$ cat src/rtl/dsm_cic_decimator.sv
// dsm_cic_decimator: 3-level pwm decode, 3rd-order CIC decimation by DECIM, valid/ready output.
module dsm_cic_decimator #(
    parameter int DECIM = 50,
    parameter int ACC_W = 20
) (
    input  logic             clock,
    input  logic             reset,
    input  logic [1:0]       pwm,
    output logic [ACC_W-1:0] dout,
    output logic             dout_valid,
    input  logic             dout_ready,
    output logic             code_err,
    output logic             overrun
);
    localparam int CNT_W = (DECIM > 1) ? $clog2(DECIM) : 1;
    localparam logic [CNT_W-1:0] CNT_MAX = CNT_W'(DECIM - 1);

    logic [ACC_W-1:0] x, c1, c2, c3;
    logic [ACC_W-1:0] i1_q, i1_d, i2_q, i2_d, i3_q, i3_d;
    logic [ACC_W-1:0] d1_q, d1_d, d2_q, d2_d, d3_q, d3_d;
    logic [ACC_W-1:0] dout_q, dout_d;
    logic [CNT_W-1:0] cnt_q, cnt_d;
    logic             valid_q, valid_d, code_err_q, code_err_d, overrun_q, overrun_d;
    logic             strobe;

    // wrap-around in every sum is intentional; the comb stage cancels it
    always_comb begin
        x          = (pwm == 2'b01) ? ACC_W'(1) : (pwm == 2'b11) ? '1 : '0;
        strobe     = cnt_q == CNT_MAX;
        i1_d       = i1_q + x;
        i2_d       = i2_q + i1_q;
        i3_d       = i3_q + i2_q;
        c1         = i3_q - d1_q;
        c2         = c1 - d2_q;
        c3         = c2 - d3_q;
        d1_d       = strobe ? i3_q : d1_q;
        d2_d       = strobe ? c1 : d2_q;
        d3_d       = strobe ? c2 : d3_q;
        cnt_d      = strobe ? '0 : cnt_q + CNT_W'(1);
        dout_d     = strobe ? c3 : dout_q;
        valid_d    = strobe | (valid_q & ~dout_ready);
        code_err_d = code_err_q | (pwm == 2'b10);
        overrun_d  = overrun_q | (strobe & valid_q & ~dout_ready);
    end

    always_ff @(posedge clock or negedge reset) begin
        if (!reset) begin
            i1_q       <= '0;
            i2_q       <= '0;
            i3_q       <= '0;
            d1_q       <= '0;
            d2_q       <= '0;
            d3_q       <= '0;
            cnt_q      <= '0;
            dout_q     <= '0;
            valid_q    <= 1'b0;
            code_err_q <= 1'b0;
            overrun_q  <= 1'b0;
        end else begin
            i1_q       <= i1_d;
            i2_q       <= i2_d;
            i3_q       <= i3_d;
            d1_q       <= d1_d;
            d2_q       <= d2_d;
            d3_q       <= d3_d;
            cnt_q      <= cnt_d;
            dout_q     <= dout_d;
            valid_q    <= valid_d;
            code_err_q <= code_err_d;
            overrun_q  <= overrun_d;
        end
    end

    assign dout       = dout_q;
    assign dout_valid = valid_q;
    assign code_err   = code_err_q;
    assign overrun    = overrun_q;
endmodule

$ cat config.mk
export PLATFORM = sky130hd
export DESIGN_NAME = dsm_cic_decimator
export DESIGN_NICKNAME = d
export VERILOG_FILES = /design/src/rtl/dsm_cic_decimator.sv
export SDC_FILE = /design/constraint.sdc
export NUM_CORES = 1
export LEC_CHECK = 0
export ABC_CLOCK_PERIOD_IN_PS = 7600
export BUFFER_PORTS_ARGS = -buffer_cell sky130_fd_sc_hd__buf_2
export CAP_MARGIN = 10
export CELL_PAD_IN_SITES_DETAIL_PLACEMENT = 1
export CELL_PAD_IN_SITES_GLOBAL_PLACEMENT = 1
export CORE_MARGIN = 3
export CORE_UTILIZATION = 41
export DETAILED_ROUTE_END_ITERATION = 16
export GPL_ROUTABILITY_DRIVEN = 0
export HOLD_SLACK_MARGIN = 0.05
export PLACE_DENSITY_LB_ADDON = 0.05
export SLEW_MARGIN = 10
export SYNTH_ARGS = -nofsm -noshare
export SYNTH_HDL_FRONTEND = slang
export SYNTH_SLANG_ARGS = --single-unit
$ cat constraint.sdc
create_clock -name clock -period 7.6 [get_ports clock]
set_input_delay 0.38 -clock clock [delete_from_list [all_inputs] [get_ports clock]]
set_output_delay 0.38 -clock clock [all_outputs]
set_load 0.05 [all_outputs]
==> flow_summary.ini <==
[worst_setup_path]
cp.buffers_inverters = 3
crit_fanout = 5
reg2reg_from = i3_q[0]
cpMaxStageDelayCell = fa_1
r2r_end = dout[19]
arrival_ns = 6.20
slowest_delay_ns = 0.39
cp_common_cell = a21oi_1
worstPathRequired_ns = 7.91
reg2regPathDepth = 27
reg2reg_slack_ns = 1.71
endpoint_kind = flop
path_class = reg2reg
crit_family = compound AO/OA/AOI/OAI gates
worstSetupStartpointType = flop

[floorplanning]
chipWidth_um = 161
initial_utilization_pct = 42.0
die_h_um = 161
io_pins = 28
rows = 56
core_area_um2 = 23500
die_area_um2 = 26000

[sta]
setup_tns_ns = 0
whs_ns = 0.174
finalSetupViolCount = 0
finalCritPeriodShare_pct = 77.5
fin_ws_ns = 1.71
maxSlewViolCount = 0
hold_viol_final = 0
period_needed_ns = 5.89
finClkSkew_ns = 0.0121
rsz0062_at_grt = false
worstMarginPinSlew_ns = 0.877
max_freq_ghz = 0.170
max_slew_margin_pct = 41.6

[clock_tree]
cts_hold_buf = 1
numCtsBuffers = 17
cts_root_buf = clkbuf_16
h-tree-depth = 4
clk_pin_slew_ns = 0.07
clk_latency_ns = 0.42
cts_tree = yes
cts.sinks = 149
clockBufferDepth = 2
cts_resized = 0
post-cts-setup-buffers = 0

[global_routing]
met2_usage_pct = 28.0
grt_pass1_vias = 7573
grtUsageMet1_pct = 20.5
grt.total_usage_pct = 15.9
grt_max_degree = 80
antenna_found_initial = 0
overflow = 0
grt_busiest_layer = met2
grt_pass1_wl_mm = 34.8
grt_util_met3_pct = 2.87

[yosys]
synth_edf_count = 0
synth_top_area_share_pct = 37.7
avgSynthCellArea_um2 = 9.24
synthFlopType = dfrtp_1
synth_area_leaders = dfrtp_1 38%, ha_1 15%, xnor2_1 6.6%
syn_area_um2 = 9880
ys_ff_latch = 149
ys_seq_area_share_pct = 37.7
synthArstFlopShare_pct = 100
syn_inst = 1069
yosysUniqueCellTypes = 62
yosysTopAreaCell = dfrtp_1
yosysWarnings = 0
synthesis.nets = 1196

[drt]
drtIter0Drc = 132
routed_wl_mm = 19.5
wl_per_cell_um = 13.6
drt-vias-per-instance = 5.10
drc = 0
ant_nets = 0
drtPass1Iterations = 4
vias = 7292

[placed_design]
place_area_um2 = 10400
pre_cts_ws_ns = 1.64
portBuffers = 27
hpwl_mm = 14.5

[layout]
layout_common_cells = 149 x dfrtp_1, 120 x nand2_1, 116 x ha_1
layout_commonest_cell = dfrtp_1
drive_gt1_share_pct = 8.20
antenna_cells = 0
fillers = 2782
syn2layout_area_growth_pct = 10.8
fin_area_um2 = 10900
fin_nets = 1227

[worst_hold_path]
hp-start = pwm[1]
whs_path_depth = 2
hold_path.class = in2reg
min_delay_worst_endpoint = code_err

[flow_run]
max_cap_violations = 0

[outcome]
status = completed
==> cells by family (layout without fill, tap and decap cells) <==
| group | Yosys count | after routing | synth area share [%] |
|---|---|---|---|
| AOI/OAI and AO/OA | 286 | 286 | 18.2 |
| xor gates and xnor gates | 103 | 103 | 9.35 |
| adders and majority gates | 122 | 122 | 15.9 |
| buffers and inverters | 112 | 153 | 4.29 |
| DFF | 149 | 149 | 37.7 |
| muxes | 8 | 8 | 0.950 |
| and+or+nand+nor | 289 | 289 | 13.5 |
==> flip-flops by register name, summed over array words and instances, names as in the netlist, 6 cells and up <==
name   cells
d1_q      20
d2_q      20
d3_q      20
dout      20
i1_q      20
i2_q      20
i3_q      20
cnt_q      6
==> metal layers <==
metal	part of all wire (%)	up-vias
met1	49	3465
met4	0.82	0
met5	0	-
met3	2.0	8
li1	-	3774
met2	48	45
==> worst max-delay path by stage <==
stage            start  endpoint  slack (ns)  cells past startpoint
2_1_floorplan  i3_q[0]  dout[19]        2.30                     27
3_3_place_gp   i3_q[0]  dout[19]        1.75                     27
3_5_place_dp   i3_q[0]  dout[19]        1.64                     27
4_1_cts        i3_q[0]  dout[19]        1.62                     27
5_1_grt        i3_q[0]  dout[19]        1.01                     27
6_report       i3_q[0]  dout[19]        1.71                     27
==> Yosys cell counts, drive strengths merged (4+ instances only) <==
cell type and n:
o31ai 5, nor2b 20, a31o 4, dfrtp 149
or3 8, a41oi 4, o21ai 107, nand2b 16
o31a 4, o21bai 8, or2 6, xnor2 75
inv 93, and3 12, nand2 120, nand3 20
ha 116, clkbuf 15, mux2 8, nor2 55
a21oi 74, nand4 4, a21o 30, a31oi 6
a211oi 11, a21boi 6, xor2 27, fa 6
buf 4, nor3 19, o21a 8, a211o 4
==> metrics by stage <==
step / utilization [%] / instances
finish: 46.5 / 1429
global route: 46.5 / 1429
detailed placement: 44.0 / 1399
global placement: 44.0 / 1399
CTS: 46.5 / 1429
floorplan: - / 1069
==> layout make-up <==
| cell class | instances | area (um^2) | share of cell area [%] |
|---|---|---|---|
| sequential | 149 | 3730 | 34.1 |
| multi-input combinational | 808 | 5730 | 52.3 |
| clock inverter | 11 | 138 | 1.26 |
| inverter | 93 | 349 | 3.19 |
| clock buffer | 18 | 429 | 3.92 |
| tap | 319 | 399 | 3.65 |
| timing repair buffer | 31 | 174 | 1.59 |
Power is left out: the tool's default activity adds up to more than one toggle a clock period on the data nets, which glitch-free logic cannot reach.
